===== config.mk =====
export PLATFORM = sky130hd
export DESIGN_NAME = ram_rect_filler_flat
export DESIGN_NICKNAME = d
export VERILOG_FILES = /design/src/rtl/ram_rect_filler_if.sv /design/src/rtl/ram_rect_filler.sv /design/src/flat_wrapper.sv
export SDC_FILE = /design/constraint.sdc
export NUM_CORES = 1
export LEC_CHECK = 0
export ABC_AREA = 1
export CAP_MARGIN = 20
export CORE_UTILIZATION = 48
export CTS_CLUSTER_DIAMETER = 120
export DETAILED_ROUTE_END_ITERATION = 6
export PLACE_DENSITY = 0.72
export SETUP_SLACK_MARGIN = 0.4
export SLEW_MARGIN = 20
export SYNTH_ARGS = -nofsm -noshare
export SYNTH_HDL_FRONTEND = slang
export SYNTH_SLANG_ARGS = --single-unit

===== constraint.sdc =====
create_clock -name clock_i -period 1.6 [get_ports clock_i]
set_input_delay 0.4 -clock clock_i [delete_from_list [all_inputs] [get_ports clock_i]]
set_output_delay 0.4 -clock clock_i [all_outputs]
set_load 0.005 [all_outputs]

===== src/rtl/ram_rect_filler_if.sv =====
// Command and RAM-write bundle between a rectangle-fill client and ram_rect_filler.
// The slave modport is the filler's view; the master modport is the client/RAM side.
interface ram_rect_filler_if #(
    parameter int DATA_WIDTH = 7,
    parameter int X_WIDTH    = 5,
    parameter int Y_WIDTH    = 4
);
    localparam int ADDR_WIDTH = X_WIDTH + Y_WIDTH;

    logic                  clear_i;
    logic                  cmd_valid_i;
    logic                  cmd_ready_o;
    logic [X_WIDTH-1:0]    cmd_x_i;
    logic [Y_WIDTH-1:0]    cmd_y_i;
    logic [X_WIDTH-1:0]    cmd_w_i;
    logic [Y_WIDTH-1:0]    cmd_h_i;
    logic [DATA_WIDTH-1:0] cmd_data_i;
    logic                  we_o;
    logic [ADDR_WIDTH-1:0] write_addr_o;
    logic [DATA_WIDTH-1:0] data_o;
    logic                  busy_o;
    logic                  done_o;

    modport slave (
        input  clear_i, cmd_valid_i, cmd_x_i, cmd_y_i, cmd_w_i, cmd_h_i, cmd_data_i,
        output cmd_ready_o, we_o, write_addr_o, data_o, busy_o, done_o
    );

    modport master (
        output clear_i, cmd_valid_i, cmd_x_i, cmd_y_i, cmd_w_i, cmd_h_i, cmd_data_i,
        input  cmd_ready_o, we_o, write_addr_o, data_o, busy_o, done_o
    );
endinterface


===== src/rtl/ram_rect_filler.sv =====
// Clears a 2D RAM, then fills row-major rectangles: one registered write per cycle, first write
// the edge after acceptance. Commands are refused while busy or while clear_i is high.
module ram_rect_filler #(
    parameter int                   DATA_WIDTH  = 7,
    parameter int                   X_WIDTH     = 5,
    parameter int                   Y_WIDTH     = 4,
    parameter logic [DATA_WIDTH-1:0] CLEAR_VALUE = '0
) (
    input  logic               clock_i,
    input  logic               reset_ni,
    ram_rect_filler_if.slave   bus
);
    localparam int ADDR_WIDTH = X_WIDTH + Y_WIDTH;

    typedef enum logic [1:0] {
        ST_CLEAR = 2'd0,
        ST_IDLE  = 2'd1,
        ST_FILL  = 2'd2
    } state_t;

    state_t                state;
    logic [ADDR_WIDTH-1:0] clr_cnt;
    logic [X_WIDTH-1:0]    x0;
    logic [X_WIDTH-1:0]    cur_x;
    logic [X_WIDTH-1:0]    w_r;
    logic [X_WIDTH-1:0]    col_cnt;
    logic [Y_WIDTH-1:0]    cur_y;
    logic [Y_WIDTH-1:0]    h_r;
    logic [Y_WIDTH-1:0]    row_cnt;
    logic [DATA_WIDTH-1:0] fill_dat;
    logic                  we_q;
    logic [ADDR_WIDTH-1:0] addr_q;
    logic [DATA_WIDTH-1:0] dat_q;
    logic                  done_q;

    assign bus.cmd_ready_o  = (state == ST_IDLE) && !bus.clear_i;
    assign bus.busy_o       = (state != ST_IDLE);
    assign bus.we_o         = we_q;
    assign bus.write_addr_o = addr_q;
    assign bus.data_o       = dat_q;
    assign bus.done_o       = done_q;

    always_ff @(posedge clock_i) begin
        if (!reset_ni) begin
            state    <= ST_CLEAR;
            clr_cnt  <= '0;
            x0       <= '0;
            cur_x    <= '0;
            w_r      <= '0;
            col_cnt  <= '0;
            cur_y    <= '0;
            h_r      <= '0;
            row_cnt  <= '0;
            fill_dat <= '0;
            we_q     <= 1'b0;
            addr_q   <= '0;
            dat_q    <= '0;
            done_q   <= 1'b0;
        end else if (bus.clear_i) begin
            // Clear wins everywhere: this edge already writes address 0, sweep resumes at 1.
            state   <= ST_CLEAR;
            we_q    <= 1'b1;
            addr_q  <= '0;
            dat_q   <= CLEAR_VALUE;
            clr_cnt <= ADDR_WIDTH'(1);
            done_q  <= 1'b0;
        end else begin
            case (state)
                ST_CLEAR: begin
                    we_q    <= 1'b1;
                    addr_q  <= clr_cnt;
                    dat_q   <= CLEAR_VALUE;
                    clr_cnt <= clr_cnt + ADDR_WIDTH'(1);
                    if (&clr_cnt) begin
                        state  <= ST_IDLE;
                        done_q <= 1'b1;
                    end else begin
                        done_q <= 1'b0;
                    end
                end
                ST_IDLE: begin
                    we_q   <= 1'b0;
                    done_q <= 1'b0;
                    if (bus.cmd_valid_i) begin
                        state    <= ST_FILL;
                        x0       <= bus.cmd_x_i;
                        cur_x    <= bus.cmd_x_i;
                        cur_y    <= bus.cmd_y_i;
                        w_r      <= bus.cmd_w_i;
                        h_r      <= bus.cmd_h_i;
                        fill_dat <= bus.cmd_data_i;
                        col_cnt  <= '0;
                        row_cnt  <= '0;
                    end
                end
                ST_FILL: begin
                    we_q   <= 1'b1;
                    addr_q <= {cur_y, cur_x};
                    dat_q  <= fill_dat;
                    // Coordinates wrap independently; column overflow never carries into the row.
                    if (col_cnt == w_r) begin
                        col_cnt <= '0;
                        cur_x   <= x0;
                        if (row_cnt == h_r) begin
                            state  <= ST_IDLE;
                            done_q <= 1'b1;
                        end else begin
                            row_cnt <= row_cnt + Y_WIDTH'(1);
                            cur_y   <= cur_y + Y_WIDTH'(1);
                            done_q  <= 1'b0;
                        end
                    end else begin
                        col_cnt <= col_cnt + X_WIDTH'(1);
                        cur_x   <= cur_x + X_WIDTH'(1);
                        done_q  <= 1'b0;
                    end
                end
                default: begin
                    state  <= ST_IDLE;
                    we_q   <= 1'b0;
                    done_q <= 1'b0;
                end
            endcase
        end
    end
endmodule


===== src/flat_wrapper.sv =====
// flat-port wrapper written by rule: the top's interface ports become plain ports
module ram_rect_filler_flat 
#(
    parameter int                   DATA_WIDTH  = 7,
    parameter int                   X_WIDTH     = 5,
    parameter int                   Y_WIDTH     = 4,
    parameter logic [DATA_WIDTH-1:0] CLEAR_VALUE = '0
)
  (clock_i, reset_ni, bus_clear_i, bus_cmd_valid_i, bus_cmd_x_i, bus_cmd_y_i, bus_cmd_w_i, bus_cmd_h_i, bus_cmd_data_i, bus_cmd_ready_o, bus_we_o, bus_write_addr_o, bus_data_o, bus_busy_o, bus_done_o);
  ram_rect_filler_if #(.DATA_WIDTH(DATA_WIDTH), .X_WIDTH(X_WIDTH), .Y_WIDTH(Y_WIDTH)) bus_i ();
  input  logic clock_i;
  input  logic reset_ni;
  input wire logic [$bits(bus_i.clear_i)-1:0] bus_clear_i;
  input wire logic [$bits(bus_i.cmd_valid_i)-1:0] bus_cmd_valid_i;
  input wire logic [$bits(bus_i.cmd_x_i)-1:0] bus_cmd_x_i;
  input wire logic [$bits(bus_i.cmd_y_i)-1:0] bus_cmd_y_i;
  input wire logic [$bits(bus_i.cmd_w_i)-1:0] bus_cmd_w_i;
  input wire logic [$bits(bus_i.cmd_h_i)-1:0] bus_cmd_h_i;
  input wire logic [$bits(bus_i.cmd_data_i)-1:0] bus_cmd_data_i;
  output wire logic [$bits(bus_i.cmd_ready_o)-1:0] bus_cmd_ready_o;
  output wire logic [$bits(bus_i.we_o)-1:0] bus_we_o;
  output wire logic [$bits(bus_i.write_addr_o)-1:0] bus_write_addr_o;
  output wire logic [$bits(bus_i.data_o)-1:0] bus_data_o;
  output wire logic [$bits(bus_i.busy_o)-1:0] bus_busy_o;
  output wire logic [$bits(bus_i.done_o)-1:0] bus_done_o;
  assign bus_i.clear_i = bus_clear_i;
  assign bus_i.cmd_valid_i = bus_cmd_valid_i;
  assign bus_i.cmd_x_i = bus_cmd_x_i;
  assign bus_i.cmd_y_i = bus_cmd_y_i;
  assign bus_i.cmd_w_i = bus_cmd_w_i;
  assign bus_i.cmd_h_i = bus_cmd_h_i;
  assign bus_i.cmd_data_i = bus_cmd_data_i;
  assign bus_cmd_ready_o = bus_i.cmd_ready_o;
  assign bus_we_o = bus_i.we_o;
  assign bus_write_addr_o = bus_i.write_addr_o;
  assign bus_data_o = bus_i.data_o;
  assign bus_busy_o = bus_i.busy_o;
  assign bus_done_o = bus_i.done_o;
  ram_rect_filler #(.DATA_WIDTH(DATA_WIDTH), .X_WIDTH(X_WIDTH), .Y_WIDTH(Y_WIDTH), .CLEAR_VALUE(CLEAR_VALUE)) u_core (.clock_i(clock_i), .reset_ni(reset_ni), .bus(bus_i));
endmodule

==> results of run 1 <==
-- metal layers --
metal	share of wire, %	vias up	GRT usage [%]
li1	-	1667	-
met1	37	1748	34.2
met2	50	219	53.6
met3	7.2	64	6.37
met4	5.3	0	17.8
met5	0	-	0
-- tightest hold or removal path: stages (launching register included) --
cell and delay (ns):
dfxtp_2 0.33, nand2_1 0.05, a21oi_1 0.05
-- cell families after synthesis --
kind of cell / Yosys count / synth area share [%]
and+or+nand+nor: 213 / 28.7
AOI/OAI and AO/OA: 81 / 13.4
DFF: 68 / 43.6
buffers and inverters: 67 / 8.54
xor gates and xnor gates: 12 / 3.37
adders and majority gates: 6 / 2.40
-- synth_stat cells (all sizes together) (4+ instances only) --
| library cell | number |
|---|---|
| a21oi | 33 |
| buf | 6 |
| clkbuf | 11 |
| dfxtp | 68 |
| ha | 6 |
| inv | 49 |
| nand2 | 93 |
| nand3 | 18 |
| nand4 | 7 |
| nor2 | 84 |
| nor3 | 8 |
| o211ai | 4 |
| o21ai | 43 |
| xnor2 | 5 |
| xor2 | 7 |
-- metrics by stage --
stage / cell area (um2) / cells / total power (W)
6_report: 5340 / 643 / 0.00340
4_1_cts: 4870 / 634 / 0.00332
5_1_grt: 5340 / 643 / 0.00347
3_5_place_dp: 3960 / 586 / 0.00191
2_1_floorplan: 3210 / 447 / 0.00180
3_3_place_gp: 3960 / 586 / 0.00190
-- power groups by stage --
stage                     Combinational [W]  Sequential (W)  Clock (W)
after floorplan                   0.0000543         0.00174          0
after global placement             0.000159         0.00174          0
after detailed placement           0.000162         0.00174          0
after CTS                          0.000197         0.00170    0.00142
after global routing               0.000253         0.00170    0.00152
final                              0.000241         0.00170    0.00146
-- worst max path at each step --
stage,to,slack [ns],cells after the start
after CTS,u_core.state[0]$_SDFFE_PP0P_,0.12,11
after floorplan,u_core.col_cnt[2]$_SDFFE_PN0P_,0.19,9
after global routing,u_core.state[0]$_SDFFE_PP0P_,-0.09,10
after global placement,bus_cmd_ready_o,-0.27,3
after detailed placement,bus_cmd_ready_o,-0.30,3
final,u_core.state[0]$_SDFFE_PP0P_,-0.05,10
-- sequential cells by signal, indices dropped and copies added, names as in the netlist, 2 cells and up --
signal / count
u_core.cur_x: 5
u_core.bus.data_o: 7
u_core.state: 2
u_core.row_cnt: 4
u_core.col_cnt: 5
u_core.fill_dat: 7
u_core.x0: 5
u_core.cur_y: 4
u_core.h_r: 4
u_core.bus.write_addr_o: 9
u_core.w_r: 5
u_core.clr_cnt: 9
-- cell type report --
cell class              count  area (um2)
clock buffers              12         145
repair buffers            119        1260
clock inverters             4        48.8
flip-flops and latches     68        1410
well taps                  77        96.3
fillers                   328         977
multi-input cells         313        2160
inverters                  50         210
-- timing repair --
action	in CTS	in global routing
gates cloned	7	0
buffers inserted	25	9
pin swaps	37	42
endpoints found under the setup margin	85	86
resized for setup	263	103
==> impl_results.md, run 1 <==
* Pwr dens at between 600 and 700 nW/um2
* First-pass GRT wire length at 15.1 mm
* Die height at slightly above 80 um
* Clock Path Buffers at 2
* Highest-delay cell along the critical path: dfxtp_4
* Hold-fix buffers, CTS at 0
* Synth area leaders: dfxtp_1 44%, nand2_1 11%, nor2_1 9.7%
* Pre-CTS setup slack at -0.303 ns
* DIE AREA at slightly below 7000 um2
* NumNets Final at 596
* Final setup violation count at 2
* Post-route clock skew at 0.0111 ns
* Max Slew Vio Count at 0
* Crit-path leading delay family: simple AND/OR/NAND/NOR gates
* Port bufs at 48
* ANT cells at 0
* Seq pwr share at 50.0%
* Tcrit/Tclk final at 103%
* H-tree Lvls at 3
* Die width at 82.6 um
* CP cell instances: ha_4 -> nand3_4 -> nor3_2 -> ha_2 -> o21ai_2 -> inv_1 -> nand3_2 -> nor2_4 -> nor2_1 -> nor2_1
* Syn Inst Count at 447
* Hold depth at 2
* Clock sinks at 68
* Layout Utilization at a little over four fifths
* Internal power at 0.00258 W
* Max stage delay on crit path at roughly 0.38 ns
* R2r startpoint: u_core.clr_cnt[1]$_SDFFE_PP0N_
* Critical path startpoint category: register
* Reg2reg path depth at 10
* Core Area at roughly 6300 um2
* Predominant post-synthesis flop cell: dfxtp_1
* Max cap viols at 0
* Final hold violations at 0
* Wire per inst at 19.1 um
* Synth warn at 0
* Area overhead of the layout relative to synthesis at 70.9%
* CTS tree: done
* Unrepaired setup endpoints after global routing: yes
* Worst reg-to-reg setup slack at -0.05 ns
* Violated checks: negative setup slack
* Final TNS setup at -0.0692 ns
* Critical Path Fanout Max at 3
* Num CTS Buffers at 9
* HPWL Detailed at 5.22 mm
* Worst-Skew Late Latency at 0.36 ns
* Setup crit end kind: register
* Slack of the critical path at -0.0547 ns
* Flops & latches, synth at 68
* Number of vias per cell at 5.75
* WP data required at 1.89 ns
* WP data arrival at 1.94 ns
* Sw power at approximately 0.00082 W
* Syn Nets at 482
* CP most frequent cell: nor2_1
* Synth async-reset ratio at 0%
* Router iterations before antenna repair at 6
* Grt ovf at 0
* Clock root cell: clkbuf_8
* Post-layout minimum cycle time at approximately 1.7 ns
* Leak at 2.23 nW
* Reg clk slew, reported paths at 0.08 ns
* Clk pwr share at between 40 and 50%
* FMAX at 604 MHz
* Hold WS at 0.460 ns
* Buf/Inv on CP at 1
* Layout cells sized above 1 at 48.9%
* Start point of the critical path: u_core.clr_cnt[1]$_SDFFE_PP0N_
* Final ANT Viol Nets at 0
* Cell Rows at 29
* Initial antenna violation count at 0
* Setup CP Type: reg2reg
* Post-synth EDFFs at 0
* DR vias at ~3,700
* Tot GR Track Use at 30.6%
* Post-Syn Area at 3120 um2
* Sequential area share after synthesis at 43.6%
* Yosys cell types at 28
* Slew headroom at 66.2%
* Worst-Margin Slew at 0.508 ns
* Peak supply drop at 0.000771 V
* Post-synthesis area per instance at about 7.0 um2
* Initial DRC Count at 348
* Hold endpoint: u_core.bus.data_o[0]$_SDFFE_PP0P_
* Vias in the first global route at around 3,100
* Combinational share of power at ~7.1%
* Sw frac at between 20% and 30%
* R2R Path End: u_core.state[0]$_SDFFE_PP0P_
* Most frequent cells in the layout: 68 x nand2_1, 44 x nor2_1, 40 x dfxtp_1, 38 x inv_1, 36 x buf_6
* Hold path start: u_core.bus.data_o[0]$_SDFFE_PP0P_
* Commonest non-fill, non-tap cell in the layout: nand2_1
* Leading area contributor after synthesis: dfxtp_1
* Initial Utilization at 49.4%
* Drc violations at 0
* I/O pin cnt at 49
* Wirelength, routed at about 12 mm
* Routability cong. at 0.855
* Hold Crit Class: reg2reg
* Yosys top cell area share at 43.6%
* Largest net degree at the start of global routing at 30
* Status: complete, but fails checks
(Power assumes the default switching activity.)
==> run 2: changes to the inputs <==
--- a/config.mk
+++ b/config.mk
@@ -6,7 +6,6 @@
 export NUM_CORES = 1
 export LEC_CHECK = 0
 export ABC_AREA = 1
-export CAP_MARGIN = 20
 export CORE_UTILIZATION = 48
 export CTS_CLUSTER_DIAMETER = 120
 export DETAILED_ROUTE_END_ITERATION = 6
==> results of run 2 <==
No change in the layout: final DEF, timing and power equal those of run 1.
==> run 3: changes to the inputs <==
--- a/config.mk
+++ b/config.mk
@@ -10,6 +10,7 @@
 export CTS_CLUSTER_DIAMETER = 120
 export DETAILED_ROUTE_END_ITERATION = 6
 export PLACE_DENSITY = 0.72
+export REMOVE_ABC_BUFFERS = 1
 export SETUP_SLACK_MARGIN = 0.4
 export SLEW_MARGIN = 20
 export SYNTH_ARGS = -nofsm -noshare
==> impl_results.md, run 3 (same netlist as run 1, synthesis figures left out) <==
* Status: finished, final reports clean (was complete, but fails checks)
* Internal power at 0.00270 W (was 0.00258 W)
* Leak at 2.06 nW (was 2.23 nW)
* Initial Utilization at 49.4% (unchanged)
* Placed insts at 587 (was 586)
* Setup CP Type: reg2reg (unchanged)
* Sequential cell area at 1410 um2 (about the same)
* Setup crit end kind: register (unchanged)
* Most frequent cells in the layout: 82 x nand2_1, 66 x nor2_1, 42 x buf_4, 39 x inv_1, 37 x dfxtp_1 (was 68 x nand2_1, 44 x nor2_1, 40 x dfxtp_1, 38 x inv_1, 36 x buf_6)
* R2r startpoint: u_core.state[1]$_SDFFE_PP0P_ (was u_core.clr_cnt[1]$_SDFFE_PP0N_)
* Routability cong. at 0.820 (was 0.855)
* Clock root cell: clkbuf_8 (unchanged)
* Tot Pwr at 0.00346 W (was 0.00340 W)
* Die height at 82.6 um (unchanged)
* Worst-Margin Slew at 0.339 ns (was 0.508 ns)
* Combinational share of power at 6.0% (was 7.1%)
* Unrepaired setup endpoints after global routing: yes (unchanged)
* Router iterations before antenna repair at 5 (was 6)
* Peak supply drop at 0.000538 V (was 0.000771 V)
* Layout Cells excl Fill at 638 (was 643)
* Final TNS setup at 0 ns (was -0.0692 ns)
* Sw power at 0.000766 W (was 0.000818 W)
* Initial DRC Count at 163 (was 348)
* Critical path startpoint category: register (unchanged)
* First-pass GRT wire length at 13.4 mm (was 15.1 mm)
* Port bufs at 48 (unchanged)
* Max cap viols at 0 (unchanged)
* Wirelength, routed at 9.40 mm (was 12.3 mm)
* Largest net degree at the start of global routing at 30 (unchanged)
* Hold endpoint: u_core.bus.data_o[1]$_SDFFE_PP0P_ (was u_core.bus.data_o[0]$_SDFFE_PP0P_)
* Die width at 82.6 um (unchanged)
* Wire per inst at 14.7 um (was 19.1 um)
* H-tree Lvls at 3 (unchanged)
* Number of vias per cell at 5.35 (was 5.75)
* Reg clk slew, reported paths at 0.08 ns (about the same)
* Seq pwr share at 49.0% (was 50.0%)
* HPWL Detailed at 5.10 mm (was 5.22 mm)
* Vias in the first global route at 2,995 (was 3,137)
* DR vias at 3,413 (was 3,698)
* Cell Rows at 29 (unchanged)
* Area overhead of the layout relative to synthesis at 54.8% (was 70.9%)
* Number of fill cells at 439 (was 328)
* Core Area at 6310 um2 (unchanged)
* Drc violations at 0 (unchanged)
* Pwr dens at 717 nW/um2 (was 636 nW/um2)
* Final hold violations at 0 (unchanged)
* Num CTS Buffers at 9 (unchanged)
* ANT cells at 0 (unchanged)
* Post-layout minimum cycle time at 1.56 ns (was 1.65 ns)
* Worst reg-to-reg setup slack at 0.04 ns (was -0.05 ns)
* Sw frac at 22.1% (was 24.1%)
* Hold depth at 2 (unchanged)
* Commonest non-fill, non-tap cell in the layout: nand2_1 (unchanged)
* Tot GR Track Use at 26.2% (was 30.6%)
* Clock Path Buffers at 2 (unchanged)
* Clock sinks at 68 (unchanged)
* Hold WS at 0.453 ns (was 0.460 ns)
* Layout cells sized above 1 at 37.4% (was 48.9%)
* DIE AREA at 6830 um2 (unchanged)
* Critical Path Fanout Max at 6 (was 3)
* Hold-fix buffers, CTS at 0 (unchanged)
* Clk pwr share at 45.0% (was 42.9%)
* WP data required at 1.87 ns (was 1.89 ns)
* Slew headroom at 77.4% (was 66.2%)
* Reg2reg path depth at 10 (unchanged)
* Final setup violation count at 0 (was 2)
* Initial antenna violation count at 0 (unchanged)
* I/O pin cnt at 49 (unchanged)
* Grt ovf at 0 (unchanged)
* WP data arrival at 1.83 ns (was 1.94 ns)
* FMAX at 639 MHz (was 604 MHz)
* CTS tree: done (unchanged)
* Tcrit/Tclk final at 97.8% (was 103%)
* Worst-Skew Late Latency at 0.35 ns (was 0.36 ns)
* Area taken by multi-input logic gates at 1820 um2 (was 2160 um2)
* Hold Crit Class: reg2reg (unchanged)
* R2R Path End: u_core.row_cnt[1]$_SDFFE_PN0P_ (was u_core.state[0]$_SDFFE_PP0P_)
* Max Slew Vio Count at 0 (unchanged)
* Hold path start: u_core.bus.data_o[1]$_SDFFE_PP0P_ (was u_core.bus.data_o[0]$_SDFFE_PP0P_)
* NumNets Final at 591 (was 596)
* Post-route clock skew at 0.0125 ns (was 0.0111 ns)
* Final ANT Viol Nets at 0 (unchanged)
run 3: cell types whose count changed in the layout (fill, tap and decap cells not counted), moves of 5 or more:
cell | previous run | this run
a21oi_1 | 18 | 23
buf_16 | 5 | 0
buf_4 | 33 | 42
buf_6 | 36 | 28
nand2_1 | 68 | 82
nand2_2 | 16 | 4
nor2_1 | 44 | 66
nor2_2 | 20 | 11
nor2_4 | 20 | 7
o21ai_0 | 1 | 21
o21ai_2 | 26 | 9
o21ai_4 | 5 | 0
run 3: worst max path at each step:
stage | start | endpoint | cells past startpoint
after CTS | u_core.clr_cnt[3]$_SDFFE_PP0N_ | u_core.state[0]$_SDFFE_PP0P_ | 11
final | u_core.state[1]$_SDFFE_PP0P_ | u_core.row_cnt[1]$_SDFFE_PN0P_ | 10
after global routing | u_core.state[1]$_SDFFE_PP0P_ | u_core.row_cnt[1]$_SDFFE_PN0P_ | 10
after detailed placement | bus_clear_i | bus_cmd_ready_o | 3
after global placement | bus_clear_i | bus_cmd_ready_o | 3
after floorplan | u_core.state[0]$_SDFFE_PP0P_ | u_core.cur_y[0]$_SDFFE_PN0P_ | 8
run 3: power groups by stage:
stage                     Clock (W)  Sequential [W]  Combinational [W]
after floorplan                   0         0.00174          0.0000439
after global placement            0         0.00174           0.000158
after detailed placement          0         0.00174           0.000161
after CTS                   0.00155         0.00170           0.000181
after global routing        0.00165         0.00170           0.000225
final                       0.00156         0.00170           0.000208
run 3: final cells by class:
type                    instances  area share, %
inverters                      50           4.12
flip-flops and latches         68           29.2
repair buffers                114           22.4
clock buffers                  13           3.70
well taps                      77           1.99
clock inverters                 3          0.880
multi-input cells             313           37.7
run 3: worst max-delay path, stage by stage, from the launching register on:
cell	delay, ns
dfxtp_2	0.33
inv_2	0.09
nand2_4	0.06
buf_6	0.11
or2_4	0.26
nand3_4	0.12
inv_6	0.06
buf_6	0.11
nand3_4	0.10
nand2_1	0.08
a21oi_1	0.16
run 3: timing repair:
action	in CTS	in global routing
pin swaps	31	30
gates cloned	1	1
buffers inserted	25	8
setup endpoints to repair	84	83
resized for setup	172	89
run 3: metrics by stage:
step / setup slack (ns) / utilization (%) / instance area (um2)
floorplan: -0.438 / - / 3040
global placement: -0.403 / 61.5 / 3880
detailed placement: -0.395 / 61.5 / 3880
CTS: 0.117 / 70.9 / 4470
global route: -0.0252 / 76.5 / 4830
finish: 0.0354 / 76.5 / 4830
run 3: per-layer routing:
layer / track usage [%] / part of all wire, %
met4: 12.9 / 3.0
met2: 45.2 / 52
met3: 6.26 / 6.0
met1: 30.1 / 39
met5: 0 / 0
